`src/rtl/alu_pkg.sv`:
```
// Shared ALU constants, opcode names and the response record used by issue,
// decode and writeback.
package alu_pkg;

  localparam int unsigned ALU_DATA_W = 32;
  localparam int unsigned ALU_OP_W   = 4;
  localparam int unsigned ALU_TAG_W  = 4;

  typedef enum logic [ALU_OP_W-1:0] {
    OP_ADD   = 4'd0,
    OP_SUB   = 4'd1,
    OP_AND   = 4'd2,
    OP_OR    = 4'd3,
    OP_XOR   = 4'd4,
    OP_NOR   = 4'd5,
    OP_SLL   = 4'd6,
    OP_SRL   = 4'd7,
    OP_SRA   = 4'd8,
    OP_SLT   = 4'd9,
    OP_SLTU  = 4'd10,
    OP_PASSB = 4'd11
  } alu_op_t;

  typedef struct packed {
    logic [ALU_DATA_W-1:0] result;
    logic                  equal;
    logic [ALU_TAG_W-1:0]  tag;
  } alu_rsp_t;

endpackage

```
`src/rtl/alu_issue_unit_if.sv`:
```
// Request and response valid/ready channels between issue logic and the ALU front end.
interface alu_issue_unit_if #(
  parameter int unsigned DATA_W = alu_pkg::ALU_DATA_W,
  parameter int unsigned OP_W   = alu_pkg::ALU_OP_W,
  parameter int unsigned TAG_W  = alu_pkg::ALU_TAG_W
);
  logic              req_valid;
  logic              req_ready;
  logic [DATA_W-1:0] req_a;
  logic [DATA_W-1:0] req_b;
  logic [OP_W-1:0]   req_op;
  logic [TAG_W-1:0]  req_tag;

  logic              rsp_valid;
  logic              rsp_ready;
  logic [DATA_W-1:0] rsp_result;
  logic              rsp_equal;
  logic [TAG_W-1:0]  rsp_tag;

  modport master (
    output req_valid, req_a, req_b, req_op, req_tag, rsp_ready,
    input  req_ready, rsp_valid, rsp_result, rsp_equal, rsp_tag
  );

  modport slave (
    input  req_valid, req_a, req_b, req_op, req_tag, rsp_ready,
    output req_ready, rsp_valid, rsp_result, rsp_equal, rsp_tag
  );
endinterface

```
`src/rtl/alu.sv`:
```
// Combinational ALU: result from operands X, Y under select S, plus X==Y flag.
module alu import alu_pkg::*; #(
  parameter int unsigned DATA_W = ALU_DATA_W,
  parameter int unsigned OP_W   = ALU_OP_W
) (
  input  logic [DATA_W-1:0] x_i,
  input  logic [DATA_W-1:0] y_i,
  input  logic [OP_W-1:0]   s_i,
  output logic [DATA_W-1:0] result_o,
  output logic              equal_o
);
  localparam int unsigned SH_W = $clog2(DATA_W);

  logic [SH_W-1:0] sh;
  assign sh = y_i[SH_W-1:0];

  always_comb begin
    result_o = '0;
    case (s_i)
      OP_ADD:   result_o = x_i + y_i;
      OP_SUB:   result_o = x_i - y_i;
      OP_AND:   result_o = x_i & y_i;
      OP_OR:    result_o = x_i | y_i;
      OP_XOR:   result_o = x_i ^ y_i;
      OP_NOR:   result_o = ~(x_i | y_i);
      OP_SLL:   result_o = x_i << sh;
      OP_SRL:   result_o = x_i >> sh;
      OP_SRA:   result_o = $signed(x_i) >>> sh;
      OP_SLT:   result_o = DATA_W'($signed(x_i) < $signed(y_i));
      OP_SLTU:  result_o = DATA_W'(x_i < y_i);
      OP_PASSB: result_o = y_i;
      default:  result_o = '0;
    endcase
  end

  assign equal_o = (x_i == y_i);
endmodule

```
`src/rtl/alu_rsp_fifo.sv`:
```
// Synchronous response FIFO with occupancy count; clr_i empties it on the next edge.
module alu_rsp_fifo import alu_pkg::*; #(
  parameter int unsigned DEPTH = 4,
  parameter type         T     = alu_rsp_t
) (
  input  logic                   clk,
  input  logic                   rst,
  input  logic                   clr_i,
  input  logic                   push_i,
  input  T                       data_i,
  input  logic                   pop_i,
  output T                       data_o,
  output logic [$clog2(DEPTH):0] count_o
);
  localparam int unsigned PTR_W = $clog2(DEPTH);

  T                 mem_q [DEPTH];
  logic [PTR_W-1:0] wr_ptr_q;
  logic [PTR_W-1:0] rd_ptr_q;
  logic [PTR_W:0]   count_q;

  // Pointers are exactly log2(DEPTH) wide, so they wrap modulo DEPTH on their own.
  always_ff @(posedge clk or posedge rst) begin
    if (rst) begin
      wr_ptr_q <= '0;
      rd_ptr_q <= '0;
      count_q  <= '0;
      for (int unsigned i = 0; i < DEPTH; i++) mem_q[i] <= '0;
    end else if (clr_i) begin
      wr_ptr_q <= '0;
      rd_ptr_q <= '0;
      count_q  <= '0;
    end else begin
      if (push_i) begin
        mem_q[wr_ptr_q] <= data_i;
        wr_ptr_q        <= wr_ptr_q + PTR_W'(1);
      end
      if (pop_i) rd_ptr_q <= rd_ptr_q + PTR_W'(1);
      case ({push_i, pop_i})
        2'b10:   count_q <= count_q + (PTR_W+1)'(1);
        2'b01:   count_q <= count_q - (PTR_W+1)'(1);
        default: count_q <= count_q;
      endcase
    end
  end

  assign data_o  = mem_q[rd_ptr_q];
  assign count_o = count_q;
endmodule

```
`src/rtl/alu_issue_unit.sv`:
```
// ALU front end: one register stage into the ALU, credit-based back-pressure,
// and an in-order tagged response FIFO.
module alu_issue_unit import alu_pkg::*; #(
  parameter int unsigned DATA_W = ALU_DATA_W,
  parameter int unsigned OP_W   = ALU_OP_W,
  parameter int unsigned TAG_W  = ALU_TAG_W,
  parameter int unsigned DEPTH  = 4
) (
  input  logic                clk,
  input  logic                reset,
  input  logic                flush,
  alu_issue_unit_if.slave     bus,
  output logic [31:0]         op_count
);
  localparam int unsigned CNT_W = $clog2(DEPTH) + 1;

  typedef struct packed {
    logic [DATA_W-1:0] result;
    logic              equal;
    logic [TAG_W-1:0]  tag;
  } rsp_t;

  logic              s1_valid_q, s1_valid_d;
  logic [DATA_W-1:0] s1_a_q, s1_a_d;
  logic [DATA_W-1:0] s1_b_q, s1_b_d;
  logic [OP_W-1:0]   s1_op_q, s1_op_d;
  logic [TAG_W-1:0]  s1_tag_q, s1_tag_d;
  logic [31:0]       op_count_q, op_count_d;

  logic [CNT_W-1:0]  fifo_count;
  logic [CNT_W:0]    occupancy;
  logic              accept, push, pop;
  logic [DATA_W-1:0] alu_result;
  logic              alu_equal;
  rsp_t              push_data, head;

  // Stage plus FIFO never exceeds DEPTH, so a push always finds a free slot.
  assign occupancy     = {1'b0, fifo_count} + (CNT_W+1)'(s1_valid_q);
  assign bus.req_ready = occupancy < (CNT_W+1)'(DEPTH);
  assign bus.rsp_valid = (fifo_count != '0);

  assign accept = bus.req_valid && bus.req_ready;
  assign push   = s1_valid_q && !flush;
  assign pop    = bus.rsp_valid && bus.rsp_ready && !flush;

  always_comb begin
    s1_valid_d = accept && !flush;
    s1_a_d     = s1_a_q;
    s1_b_d     = s1_b_q;
    s1_op_d    = s1_op_q;
    s1_tag_d   = s1_tag_q;
    if (accept) begin
      s1_a_d   = bus.req_a;
      s1_b_d   = bus.req_b;
      s1_op_d  = bus.req_op;
      s1_tag_d = bus.req_tag;
    end
    op_count_d = op_count_q + 32'(pop);
  end

  always_ff @(posedge clk or posedge reset) begin
    if (reset) begin
      s1_valid_q <= 1'b0;
      s1_a_q     <= '0;
      s1_b_q     <= '0;
      s1_op_q    <= '0;
      s1_tag_q   <= '0;
      op_count_q <= '0;
    end else begin
      s1_valid_q <= s1_valid_d;
      s1_a_q     <= s1_a_d;
      s1_b_q     <= s1_b_d;
      s1_op_q    <= s1_op_d;
      s1_tag_q   <= s1_tag_d;
      op_count_q <= op_count_d;
    end
  end

  alu #(
    .DATA_W (DATA_W),
    .OP_W   (OP_W)
  ) u_alu (
    .x_i      (s1_a_q),
    .y_i      (s1_b_q),
    .s_i      (s1_op_q),
    .result_o (alu_result),
    .equal_o  (alu_equal)
  );

  assign push_data = '{result: alu_result, equal: alu_equal, tag: s1_tag_q};

  alu_rsp_fifo #(
    .DEPTH (DEPTH),
    .T     (rsp_t)
  ) u_rsp_fifo (
    .clk     (clk),
    .rst     (reset),
    .clr_i   (flush),
    .push_i  (push),
    .data_i  (push_data),
    .pop_i   (pop),
    .data_o  (head),
    .count_o (fifo_count)
  );

  assign bus.rsp_result = head.result;
  assign bus.rsp_equal  = head.equal;
  assign bus.rsp_tag    = head.tag;
  assign op_count       = op_count_q;
endmodule

```
`src/flat_wrapper.sv`:
```
// flat-port wrapper written by rule: the top's interface ports become plain ports
module alu_issue_unit_flat import alu_pkg::*;
#(
  parameter int unsigned DATA_W = ALU_DATA_W,
  parameter int unsigned OP_W   = ALU_OP_W,
  parameter int unsigned TAG_W  = ALU_TAG_W,
  parameter int unsigned DEPTH  = 4
)
  (clk, reset, flush, op_count, bus_req_valid, bus_req_a, bus_req_b, bus_req_op, bus_req_tag, bus_rsp_ready, bus_req_ready, bus_rsp_valid, bus_rsp_result, bus_rsp_equal, bus_rsp_tag);
  alu_issue_unit_if #(.DATA_W(DATA_W), .OP_W(OP_W), .TAG_W(TAG_W)) bus_i ();
  input  logic clk;
  input  logic reset;
  input  logic flush;
  output logic [31:0] op_count;
  input wire logic [$bits(bus_i.req_valid)-1:0] bus_req_valid;
  input wire logic [$bits(bus_i.req_a)-1:0] bus_req_a;
  input wire logic [$bits(bus_i.req_b)-1:0] bus_req_b;
  input wire logic [$bits(bus_i.req_op)-1:0] bus_req_op;
  input wire logic [$bits(bus_i.req_tag)-1:0] bus_req_tag;
  input wire logic [$bits(bus_i.rsp_ready)-1:0] bus_rsp_ready;
  output wire logic [$bits(bus_i.req_ready)-1:0] bus_req_ready;
  output wire logic [$bits(bus_i.rsp_valid)-1:0] bus_rsp_valid;
  output wire logic [$bits(bus_i.rsp_result)-1:0] bus_rsp_result;
  output wire logic [$bits(bus_i.rsp_equal)-1:0] bus_rsp_equal;
  output wire logic [$bits(bus_i.rsp_tag)-1:0] bus_rsp_tag;
  assign bus_i.req_valid = bus_req_valid;
  assign bus_i.req_a = bus_req_a;
  assign bus_i.req_b = bus_req_b;
  assign bus_i.req_op = bus_req_op;
  assign bus_i.req_tag = bus_req_tag;
  assign bus_i.rsp_ready = bus_rsp_ready;
  assign bus_req_ready = bus_i.req_ready;
  assign bus_rsp_valid = bus_i.rsp_valid;
  assign bus_rsp_result = bus_i.rsp_result;
  assign bus_rsp_equal = bus_i.rsp_equal;
  assign bus_rsp_tag = bus_i.rsp_tag;
  alu_issue_unit #(.DATA_W(DATA_W), .OP_W(OP_W), .TAG_W(TAG_W), .DEPTH(DEPTH)) u_core (.clk(clk), .reset(reset), .flush(flush), .bus(bus_i), .op_count(op_count));
endmodule
```
`config.mk`:
```
export PLATFORM = sky130hd
export DESIGN_NAME = alu_issue_unit_flat
export DESIGN_NICKNAME = d
export VERILOG_FILES = /design/src/rtl/alu_pkg.sv /design/src/rtl/alu_issue_unit_if.sv /design/src/rtl/alu.sv /design/src/rtl/alu_rsp_fifo.sv /design/src/rtl/alu_issue_unit.sv /design/src/flat_wrapper.sv
export SDC_FILE = /design/constraint.sdc
export NUM_CORES = 1
export LEC_CHECK = 0
export CAP_MARGIN = 20
export CORE_MARGIN = 3
export CORE_UTILIZATION = 30
export DETAILED_ROUTE_END_ITERATION = 7
export PLACE_DENSITY = 0.47
export SYNTH_ARGS = -nofsm -noshare
export SYNTH_HDL_FRONTEND = slang
export SYNTH_HIERARCHICAL = 1
export SYNTH_SLANG_ARGS = --single-unit
```
`constraint.sdc`:
```
create_clock -name clk -period 6.1 [get_ports clk]
set_input_delay 1.22 -clock clk [delete_from_list [all_inputs] [get_ports clk]]
set_output_delay 1.22 -clock clk [all_outputs]
set_load 0.005 [all_outputs]
```
======== Word-level counts from Yosys, hierarchy flattened ========
Cells that the tools add are included.
cells by class
  bitwise gates (word level) .............. 7
  equality and inequality tests ........... 14
  $lt $le $gt $ge ......................... 6
  multiplexer cells ....................... 13
  $add $sub $neg .......................... 8
  shift-type cells ........................ 3
  reductions and logical operators ........ 13
operators by type and width
  cell                                                                    number
  32-bit one-hot mux with 12 select lines                                 1
  148-bit bitwise mux                                                     1
  37-bit 2-to-1 mux                                                       3
  37-bit binary-select mux with 2-bit select                              1
  37-bit demux with 2-bit select                                          1
  32-bit < comparator                                                     2
  32-bit by 1-bit adder with 32-bit output                                1
  32-bit adder                                                            1
  32-bit bitwise AND                                                      1
  32-bit equality test                                                    1
  32-bit inverter                                                         1
  32-bit OR                                                               1
  32-bit by 5-bit << shifter with 32-bit output                           1
  32-bit by 5-bit right shift with 32-bit output                          1
  32-bit by 5-bit >>> shifter with 32-bit output                          1
  32-bit subtractor                                                       1
  32-bit bitwise XOR                                                      1
  4-bit by 3-bit equality test with 1-bit output (second input constant)  4
  4-bit equality test (second input constant)                             4
  4-bit by 2-bit equality test with 1-bit output (second input constant)  2
  2-bit 2-to-1 mux                                                        4
  3-bit >= comparator (second input constant)                             2
  1-bit logical AND                                                       6
  2-bit inverter with 3-bit output                                        2
  other kinds (17)                                                        20
storage, ports and cells
  output and inout port bits .............. 71
  input bits .............................. 77
  register bits after elaboration ......... 260
  word-level logic and storage cells ...... 85

======== Depth between registers and ports, before layout ========
Gate-level depths: netlist of the first run.
  depth after elaboration ................. 6
  gate-level depth with buffers ........... 17
  mapped depth without buffers ............ 13

======== Modules after synthesis ========
Netlist of the first run, hierarchy kept.
by module, submodules not included
  module          sequential area each (µm²)  cells each  instances  area an instance (µm²)
  alu             0.0                         1355        1          8933.6
  alu_rsp_fifo    3878.7                      396         1          7460.9
  alu_issue_unit  2627.5                      283         1          4167.7

======== Worst setup path before layout of the first run ========
OpenSTA, ideal clock, no wires.
  path type ............................... reg-to-reg
  start ................................... register u_core.s1_b_q[2]
  end ..................................... register u_core/u_rsp_fifo/mem_q[105] in the netlist's numbering
  required time ........................... 5975 ps
  arrival ................................. 4401 ps
  setup time .............................. 125 ps
  clock period less this slack ............ 4526 ps
  cell stages (with the launch flop) ...... 17
  buffers on the path ..................... 5
  setup slack ............................. 1574 ps
  cell sequence ........................... dfrtp_1 -> clkbuf_1 -> inv_2 -> buf_1 -> buf_1 -> buf_1 -> ha_1 -> buf_2 -> nor2b_1 -> o31a_1 -> a211oi_2 -> a31oi_1 -> o31ai_1 -> o31ai_1 -> a221o_1 -> a221o_1 -> mux2_4
on the way
  longest elaborated chain between the ends .. 3
  elaborated cells between the ends (all ways) .. 7
  those cells by class .................... add/sub (2); shift (3); mux (2)
RTL lines
  element                                      RTL line              text
  from (decl)                                  alu_issue_unit.sv:25  logic [DATA_W-1:0] s1_b_q, s1_b_d;
  from (signal assigned)                       alu_issue_unit.sv:65  s1_b_q <= '0;
  from (signal assigned)                       alu_issue_unit.sv:72  s1_b_q <= s1_b_d;
  32-bit subtractor (tied with other cells)    alu.sv:21             OP_SUB: result_o = x_i - y_i;
  32-bit one-hot mux with 12 select lines (*)  alu.sv:19             case (s_i)
  named net u_core.alu_result[26]              alu_issue_unit.sv:33  logic [DATA_W-1:0] alu_result;
  148-bit bitwise mux (*)                      alu_rsp_fifo.sv:35    mem_q[wr_ptr_q] <= data_i;
  to (signal, indexed assignment)              alu_rsp_fifo.sv:35
  to (decl)                                    alu_rsp_fifo.sv:17    T mem_q [DEPTH];
The timed path passes the listed nets; every way through them passes the cells marked *.
A chain may end at the register's enable or synchronous reset.

======== Final worst setup path of the first run ========
  start ................................... register u_core.s1_b_q[0]
  end ..................................... register u_core/u_rsp_fifo/mem_q[35] in the netlist's numbering
The elaborated chain is that of the path after synthesis.

==> results.rst, run 1 <==
.. list-table::
   :header-rows: 1

   * - Metric
     - Value
   * - Number of distinct library cells after synthesis
     - 98
   * - Vias per Instance
     - 5.75
   * - Sequential cell area
     - about 6500 µm²
   * - Setup clock skew after layout
     - 0.0349 ns
   * - Number of sinks handled by clock tree synthesis
     - 260
   * - Met2 GRT Util
     - 0.326
   * - Std-Cell Core Area
     - ~68000 µm²
   * - TritonCTS clock tree
     - built
   * - Cell count after synthesis
     - between 2000 and 2500
   * - Antenna violations before repair
     - 1
   * - Tightest Hold Check Type
     - reg -> reg
   * - Predominant post-synthesis flop cell
     - sky130_fd_sc_hd__dfrtp_1
   * - Number of nets in the finished design
     - between 2000 and 2500
   * - Final critical path time including I/O delays and setup
     - 4.53 ns
   * - Max-slew headroom at the worst pin
     - 0.177
   * - Global routing met1 resource utilization
     - 0.301
   * - IO Count
     - 148
   * - Aggregate global-route resource usage
     - 0.209
   * - Share of synthesized area occupied by flip-flops and latches
     - 0.316
   * - Routed Wire Length
     - 75700 µm
   * - Actual slew at the worst max-slew pin
     - 1.20 ns
   * - Switching power as a share of total power
     - 0.386
   * - Die X
     - between 200 and 300 µm
   * - Clock power share
     - 0.274
   * - EDFF count, synth
     - 0
   * - Crit path arrival time
     - 4.95 ns
   * - Area growth from synthesis to layout
     - 15.7%
   * - Combinational power share
     - 0.425
   * - Power density over the cells
     - between 300 and 400 nW/µm²
   * - Crit Path Class
     - reg -> reg
   * - Number of synthesis warnings
     - 6
   * - Count of endpoints failing hold in the final timing report
     - 0
   * - Asr flop ratio synth
     - 1.00
   * - Cts bufs inserted
     - 34
   * - Status
     - finished clean
   * - ANT nets after route
     - 0
   * - Post-cts sizing count
     - 0
   * - Worst-case setup margin in the final layout
     - 1.57 ns
   * - Inst Count DP
     - between 2000 and 3000
   * - Library cell with the largest summed area after synthesis
     - sky130_fd_sc_hd__dfrtp_1
   * - Number of remaining DRC errors
     - 0
   * - Iteration count of the initial detailed-routing pass
     - 6
   * - Via count
     - 17300
   * - First-pass GRT wire length
     - 114000 µm
   * - Seq pwr share
     - 0.300
   * - Crit path required time
     - 6.52 ns
   * - Setup TNS
     - 0 ns
   * - Number of standard-cell rows in the floorplan
     - 95
   * - Vias in the first global route
     - 17200
   * - Worst Setup Slack post-DPL
     - between 1.5 and 2 ns
   * - Number of buffers inserted by hold repair at cts
     - 0
   * - Net count of the mapped netlist
     - between 2000 and 2500
   * - First-iteration detailed-routing DRC count
     - 1708
   * - Net switching power figure
     - 0.00291 W
   * - Max-cap violations
     - 0
   * - Max H-tree Level
     - 2
   * - Routed wirelength normalized by instance count
     - 25.2 µm
   * - Proportion of layout cells with a drive suffix above 1
     - 0.203
   * - IO buf count
     - 147
   * - Starting density of the core
     - 0.305
   * - Cell-internal power
     - 0.00463 W
   * - Clock Tree Root
     - sky130_fd_sc_hd__clkbuf_16
   * - Maximum count of clock buffers along a single path
     - 3
   * - Post-synthesis sequential element count
     - 260
   * - Final antenna diode count
     - 0
   * - Maximum number of pins on one net before global-route repair
     - 78
   * - Timing-limited maximum frequency
     - 0.221 GHz
   * - Synth Area per Inst
     - 10.1 µm²
   * - Number of failing setup endpoints in the final timing report
     - 0
   * - Synth area leaders
     - sky130_fd_sc_hd__dfrtp_1 (32%), sky130_fd_sc_hd__mux2_4 (8.8%), sky130_fd_sc_hd__mux4_2 (6.8%)
   * - Filler Cell Count
     - between 6000 and 7000
   * - Endpoint kind of the worst setup timing path
     - flop
   * - Post-CTS Setup Repair Bufs
     - 0
   * - Maximum net fanout on the critical path
     - 31
   * - Routability Congestion
     - 0.937
   * - Final non-filler cell total
     - 3006
   * - Setup repair after global routing missed its margin
     - no
   * - Type of origin of the critical path
     - flop
   * - Dpl hpwl
     - approximately 56000 µm
   * - Clock transition at the registers of the reported paths
     - 0.06 ns
   * - Area of the multi-input gates
     - 12900 µm²
   * - Routing usage on met3
     - 0.0274
   * - Die Ht
     - roughly 270 µm
   * - Post-synthesis instance area
     - 20600 µm²
   * - Final Cycle Share
     - 0.743
   * - Top cell type's share of synthesized area
     - 0.316
   * - Die Area
     - 71700 µm²
   * - Maximum ir drop on the vdd rail
     - 0.195 mV
   * - Total congestion overflow after global routing
     - 0
   * - Global route hottest layer
     - met2
   * - Skew-Pair Late Insertion Delay
     - 0.56 ns
   * - Reported leakage power
     - 10.4 nW
   * - Number of slew-limit violations in the final report
     - 0
[cell families (layout without fill, tap and decap cells)]
group | after synthesis | after routing | share of synthesized area
muxes | 352 | 352 | 0.247
AOI/OAI and AO/OA | 528 | 528 | 0.174
adders and majority gates | 111 | 111 | 0.0686
xor gates and xnor gates | 38 | 38 | 0.0162
and+or+nand+nor | 499 | 499 | 0.119
buffers and inverters | 246 | 345 | 0.0588
DFF | 260 | 260 | 0.316
[power by group through the flow]
stage | clock network, W | logic, W | registers, W
after floorplan | 0 | 0.00207 | 0.00214
after global placement | 0 | 0.00315 | 0.00227
after detailed placement | 0 | 0.00316 | 0.00229
after CTS | 0.00215 | 0.00318 | 0.00226
after global routing | 0.00222 | 0.00344 | 0.00230
final | 0.00207 | 0.00321 | 0.00226
[cell usage after synthesis (17+ instances only)]
| library cell | count |
|---|---|
| sky130_fd_sc_hd__dfrtp_1 | 260 |
| sky130_fd_sc_hd__nor2_1 | 187 |
| sky130_fd_sc_hd__a21oi_1 | 144 |
| sky130_fd_sc_hd__nand2_1 | 122 |
| sky130_fd_sc_hd__mux2_4 | 120 |
| sky130_fd_sc_hd__ha_1 | 108 |
| sky130_fd_sc_hd__mux2_2 | 106 |
| sky130_fd_sc_hd__inv_1 | 95 |
| sky130_fd_sc_hd__clkbuf_1 | 89 |
| sky130_fd_sc_hd__o21ai_0 | 82 |
| sky130_fd_sc_hd__mux4_2 | 62 |
| sky130_fd_sc_hd__mux2i_1 | 49 |
| sky130_fd_sc_hd__nand3_1 | 40 |
| sky130_fd_sc_hd__nor3_1 | 31 |
| sky130_fd_sc_hd__xnor2_1 | 27 |
| sky130_fd_sc_hd__a211oi_1 | 26 |
| sky130_fd_sc_hd__o211ai_1 | 26 |
| sky130_fd_sc_hd__o21ai_1 | 23 |
| sky130_fd_sc_hd__nand4_1 | 20 |
| sky130_fd_sc_hd__a222oi_1 | 18 |
| sky130_fd_sc_hd__buf_2 | 17 |
[through the flow]
step	total power, W	hold slack (ns)	utilization	instance area [µm²]
floorplan	0.00422	0.468	-	20600
global placement	0.00542	0.472	0.335	22600
detailed placement	0.00545	0.463	0.335	22600
CTS	0.00759	0.476	0.352	23800
global route	0.00796	0.509	0.352	23800
finish	0.00754	0.479	0.352	23800
[registers in the layout (all words and copies together), names as in the netlist]
name                        cells
u_core/u_rsp_fifo/mem_q       148
u_core/op_count                32
u_core/s1_a_q                  32
u_core/s1_b_q                  32
u_core/s1_op_q                  4
u_core/s1_tag_q                 4
u_core/u_rsp_fifo/count_o       3
u_core/u_rsp_fifo/rd_ptr_q      2
u_core/u_rsp_fifo/wr_ptr_q      2
u_core/s1_valid_q               1
[worst max-delay path: stages, from the launching register on]
cell and delay [ns]:
sky130_fd_sc_hd__dfrtp_4 0.67, sky130_fd_sc_hd__ha_1 0.29, sky130_fd_sc_hd__inv_1 0.12, sky130_fd_sc_hd__fa_1 0.23, sky130_fd_sc_hd__nor2b_1 0.07, sky130_fd_sc_hd__o31a_1 0.27
sky130_fd_sc_hd__a211oi_2 0.54, sky130_fd_sc_hd__a31oi_1 0.25, sky130_fd_sc_hd__o31ai_1 0.70, sky130_fd_sc_hd__nand4b_1 0.23, sky130_fd_sc_hd__a21oi_1 0.08, sky130_fd_sc_hd__a2111oi_0 0.40
sky130_fd_sc_hd__o21ai_1 0.23, sky130_fd_sc_hd__mux2_4 0.31
[cells in the final DEF, fill, tap and decap left out, types with 15 or more instances in the layout]
| cell type | count |
|---|---|
| sky130_fd_sc_hd__a221o_1 | 15 |
| sky130_fd_sc_hd__a222oi_1 | 18 |
| sky130_fd_sc_hd__o211ai_1 | 26 |
| sky130_fd_sc_hd__nor4_1 | 15 |
| sky130_fd_sc_hd__nand3_1 | 40 |
| sky130_fd_sc_hd__mux2_2 | 106 |
| sky130_fd_sc_hd__o21ai_1 | 23 |
| sky130_fd_sc_hd__a21oi_1 | 144 |
| sky130_fd_sc_hd__o22ai_1 | 16 |
| sky130_fd_sc_hd__nor3_1 | 28 |
| sky130_fd_sc_hd__mux2i_1 | 49 |
| sky130_fd_sc_hd__ha_1 | 108 |
| sky130_fd_sc_hd__mux4_2 | 62 |
| sky130_fd_sc_hd__mux2_4 | 120 |
| sky130_fd_sc_hd__clkbuf_16 | 35 |
| sky130_fd_sc_hd__nor2_1 | 186 |
| sky130_fd_sc_hd__nand4_1 | 20 |
| sky130_fd_sc_hd__nand2_1 | 121 |
| sky130_fd_sc_hd__dfrtp_1 | 253 |
| sky130_fd_sc_hd__clkdlybuf4s50_1 | 147 |
| sky130_fd_sc_hd__xnor2_1 | 27 |
| sky130_fd_sc_hd__buf_4 | 37 |
| sky130_fd_sc_hd__o21ai_0 | 82 |
| sky130_fd_sc_hd__a211oi_1 | 26 |
| sky130_fd_sc_hd__inv_1 | 93 |
[routing by layer]
layer | vias up | wire length [µm]
li1 | 7741 | -
met1 | 8793 | 34700
met2 | 630 | 34500
met3 | 108 | 4340
met4 | 2 | 2230
met5 | - | 17
[final timing paths]
kind / from / end / slack (ns) / cells after the start
min in group asynchronous: reset / u_core/u_rsp_fifo/count_o[2] / 1.26 / 2
min: u_core/op_count[31] / u_core/op_count[31] / 0.48 / 1
max: u_core/s1_b_q[0] / u_core/u_rsp_fifo/mem_q[35] / 1.57 / 13
max reg2reg: u_core/s1_b_q[0] / u_core/u_rsp_fifo/mem_q[35] / 1.57 / 13
max in group asynchronous: reset / u_core/s1_b_q[30] / 3.74 / 3
min reg2reg: u_core/op_count[31] / u_core/op_count[31] / 0.48 / 1
[cell type report]
cell class / instances / share of cell area
clock buffers: 45 / 0.0409
clock inverters: 14 / 0.00752
inverters: 102 / 0.0164
multi-input cells: 1528 / 0.542
flip-flops and latches: 260 / 0.274
well taps: 873 / 0.0459
repair buffers: 184 / 0.0736
No activity file was read; power rests on OpenSTA's default activity.
==> run 2: changes to the inputs <==
--- a/config.mk
+++ b/config.mk
@@ -9,7 +9,7 @@
 export CORE_MARGIN = 3
 export CORE_UTILIZATION = 30
 export DETAILED_ROUTE_END_ITERATION = 7
-export PLACE_DENSITY = 0.47
+export PLACE_DENSITY = 0.49
 export SYNTH_ARGS = -nofsm -noshare
 export SYNTH_HDL_FRONTEND = slang
 export SYNTH_HIERARCHICAL = 1
==> constraint.sdc (replaced) <==
create_clock -name clk -period 3.65 [get_ports clk]
set_input_delay 0.73 -clock clk [delete_from_list [all_inputs] [get_ports clk]]
set_output_delay 0.73 -clock clk [all_outputs]
set_load 0.005 [all_outputs]
==> run 2 against run 1 <==
Die area did not move. Routed wire length rose by 10%. Non-clock buffer count rose by 179. Combinational power rose by 97%. Global-route usage rose by 2.1 points. First-iteration DRC count rose by 12%. Clock power rose by 74%. Sequential share of layout area fell by 2.0 points. Setup slack got worse by 1.6 ns. Power rose by 80%. Largest cell class unchanged.
==> results.rst, run 2 (synthesized netlist as in run 1, its figures left out) <==
.. list-table::
   :header-rows: 1

   * - Metric
     - Value
   * - Commonest cells after routing, fill and taps aside
     - sky130_fd_sc_hd__dfrtp_1 (253), sky130_fd_sc_hd__buf_4 (202), sky130_fd_sc_hd__nor2_1 (184), sky130_fd_sc_hd__clkdlybuf4s50_1 (147), sky130_fd_sc_hd__a21oi_1 (141)
   * - Number of remaining DRC errors
     - 0
   * - Skew-Pair Late Insertion Delay
     - 0.57 ns
   * - Clock power share
     - 0.266
   * - Reported leakage power
     - 11.4 nW
   * - Actual slew at the worst max-slew pin
     - 0.911 ns
   * - Crit path required time
     - 4.08 ns
   * - Maximum net fanout on the critical path
     - 6
   * - Via count
     - roughly 18000
   * - Tightest Hold Check Type
     - reg -> reg
   * - Die X
     - between 200 and 300 µm
   * - Endpoint kind of the worst setup timing path
     - flop
   * - Worst Hold Margin
     - 0.481 ns
   * - Combinational power share
     - 0.465
   * - Hold path start
     - u_core/op_count[31]
   * - Count of buffer and inverter cells on the critical path
     - 2
   * - Vias in the first global route
     - 18300
   * - Max H-tree Level
     - 2
   * - Number of buffers inserted by hold repair at cts
     - 0
   * - Maximum number of pins on one net before global-route repair
     - 65
   * - Antenna violations before repair
     - 0
   * - TritonCTS clock tree
     - built
   * - Number of sinks handled by clock tree synthesis
     - 260
   * - Setup repair after global routing missed its margin
     - yes
   * - Maximum ir drop on the vdd rail
     - 0.296 mV
   * - Cell-internal power
     - 0.00834 W
   * - Vias per Instance
     - between 5 and 6
   * - Net switching power figure
     - 0.00522 W
   * - Die Area
     - 71700 µm²
   * - Setup TNS
     - 0 ns
   * - Area growth from synthesis to layout
     - 24.9%
   * - Crit-path cells
     - ha_4 -> inv_4 -> fa_2 -> nor2b_2 -> o31a_1 -> a211oi_4 -> a31oi_4 -> o31ai_4 -> buf_4 -> o31ai_2 -> a221o_1 -> a221o_1 -> mux2_4
   * - Cts bufs inserted
     - 35
   * - Gate family responsible for the most delay along the worst path
     - compound AO/OA/AOI/OAI gates
   * - Max-cap violations
     - 0
   * - Final critical path time including I/O delays and setup
     - 3.64 ns
   * - Total Power Consumption
     - 0.0136 W
   * - Crit path largest cell delay
     - 0.56 ns
   * - Dpl hpwl
     - 63700 µm
   * - Starting density of the core
     - 0.305
   * - Launching element of the worst setup path
     - u_core/s1_b_q[0]
   * - Number of standard-cell rows in the floorplan
     - 95
   * - Routed Wire Length
     - between 80000 and 90000 µm
   * - Clock Tree Root
     - sky130_fd_sc_hd__clkbuf_16
   * - Aggregate global-route resource usage
     - 0.229
   * - ANT nets after route
     - 0
   * - Largest register FFs
     - about 150
   * - Seq pwr share
     - 0.269
   * - Top register by number of flip-flops
     - u_core/u_rsp_fifo/mem_q
   * - Die Ht
     - between 200 and 300 µm
   * - Max-slew headroom at the worst pin
     - 0.383
   * - IO Count
     - between 100 and 150
   * - Most common cell on crit path
     - sky130_fd_sc_hd__a221o_1
   * - Number of failing setup endpoints in the final timing report
     - 0
   * - Number of nets in the finished design
     - 2478
   * - Routed wirelength normalized by instance count
     - 26.2 µm
   * - Final antenna diode count
     - 0
   * - Timing-limited maximum frequency
     - roughly 0.27 GHz
   * - Maximum count of clock buffers along a single path
     - 3
   * - First-pass GRT wire length
     - 123000 µm
   * - Final Cycle Share
     - 0.997
   * - Clock transition at the registers of the reported paths
     - 0.06 ns
   * - IO buf count
     - 147
   * - Setup clock skew after layout
     - about 0.032 ns
   * - Crit Path Class
     - reg -> reg
   * - First-iteration detailed-routing DRC count
     - between 1500 and 2000
   * - Reg2reg start
     - u_core/s1_b_q[0]
   * - Crit path arrival time
     - around 4.1 ns
   * - Most common cell after layout, fill and taps aside
     - sky130_fd_sc_hd__dfrtp_1
   * - Std-Cell Core Area
     - around 68000 µm²
   * - Proportion of layout cells with a drive suffix above 1
     - 0.284
   * - Switching power as a share of total power
     - 0.385
   * - Status
     - finished clean
   * - Total congestion overflow after global routing
     - 0
   * - Routability Congestion
     - about 1.0
   * - Count of endpoints failing hold in the final timing report
     - 0
   * - Slowest-stage cell, CP
     - sky130_fd_sc_hd__dfrtp_4
   * - Number of slew-limit violations in the final report
     - 0
   * - Power density over the cells
     - 528 nW/µm²
   * - Iteration count of the initial detailed-routing pass
     - 6
   * - Type of origin of the critical path
     - flop
## run 2: final timing paths
kind / depth (start not counted) / to / slack (ns)
min in group asynchronous: 2 / u_core/u_rsp_fifo/count_o[1] / 0.66
min reg2reg: 1 / u_core/op_count[31] / 0.48
min: 1 / u_core/op_count[31] / 0.48
max reg2reg: 13 / u_core/u_rsp_fifo/mem_q[105] / 0.01
max: 13 / u_core/u_rsp_fifo/mem_q[105] / 0.01
max in group asynchronous: 3 / u_core/s1_b_q[20] / 2.04
## run 2: stage by stage
step / std cells / util / cell area, µm² / setup WS [ns]
after floorplan: 2034 / - / 20600 / 0.00917
after global placement: 3119 / 0.357 / 24100 / -0.0740
after detailed placement: 3119 / 0.357 / 24100 / -0.159
after CTS: 3183 / 0.375 / 25300 / -0.0267
after global routing: 3189 / 0.380 / 25700 / -0.0559
final: 3189 / 0.380 / 25700 / 0.0120
## run 2: cell type report
| class | instances | area (µm²) |
|---|---|---|
| fillers | 6711 | 41800 |
| flip-flops and latches | 260 | 6520 |
| inverters | 102 | 397 |
| well taps | 873 | 1090 |
| clock buffers | 49 | 988 |
| repair buffers | 363 | 3280 |
| multi-input cells | 1528 | 13200 |
| clock inverters | 14 | 223 |
## run 2: what timing repair did
item                                    CTS  global route
resized for setup                         5            54
pin swaps                                 1            16
cloned                                    0             2
setup buffers                             1             4
endpoints found under the setup margin   22            72
## run 2: power groups by stage
stage | clock network (W) | logic, W | registers (W)
after floorplan | 0 | 0.00349 | 0.00358
after global placement | 0 | 0.00601 | 0.00365
after detailed placement | 0 | 0.00604 | 0.00368
after CTS | 0.00374 | 0.00609 | 0.00364
after global routing | 0.00385 | 0.00671 | 0.00370
final | 0.00360 | 0.00631 | 0.00365
## run 2: metal layers
layer | GRT usage | wire (µm)
met5 | 0 | 0
met4 | 0.0912 | 3650
met3 | 0.0336 | 4790
met2 | 0.367 | 38300
met1 | 0.313 | 36800
## run 2: worst register-to-register path, cell delays in order, from the launching register on
cell and delay (ns):
sky130_fd_sc_hd__dfrtp_4 0.56, sky130_fd_sc_hd__ha_4 0.20, sky130_fd_sc_hd__inv_4 0.06, sky130_fd_sc_hd__fa_2 0.22, sky130_fd_sc_hd__nor2b_2 0.05, sky130_fd_sc_hd__o31a_1 0.33
sky130_fd_sc_hd__a211oi_4 0.39, sky130_fd_sc_hd__a31oi_4 0.21, sky130_fd_sc_hd__o31ai_4 0.31, sky130_fd_sc_hd__buf_4 0.17, sky130_fd_sc_hd__o31ai_2 0.06, sky130_fd_sc_hd__a221o_1 0.33
sky130_fd_sc_hd__a221o_1 0.35, sky130_fd_sc_hd__mux2_4 0.28
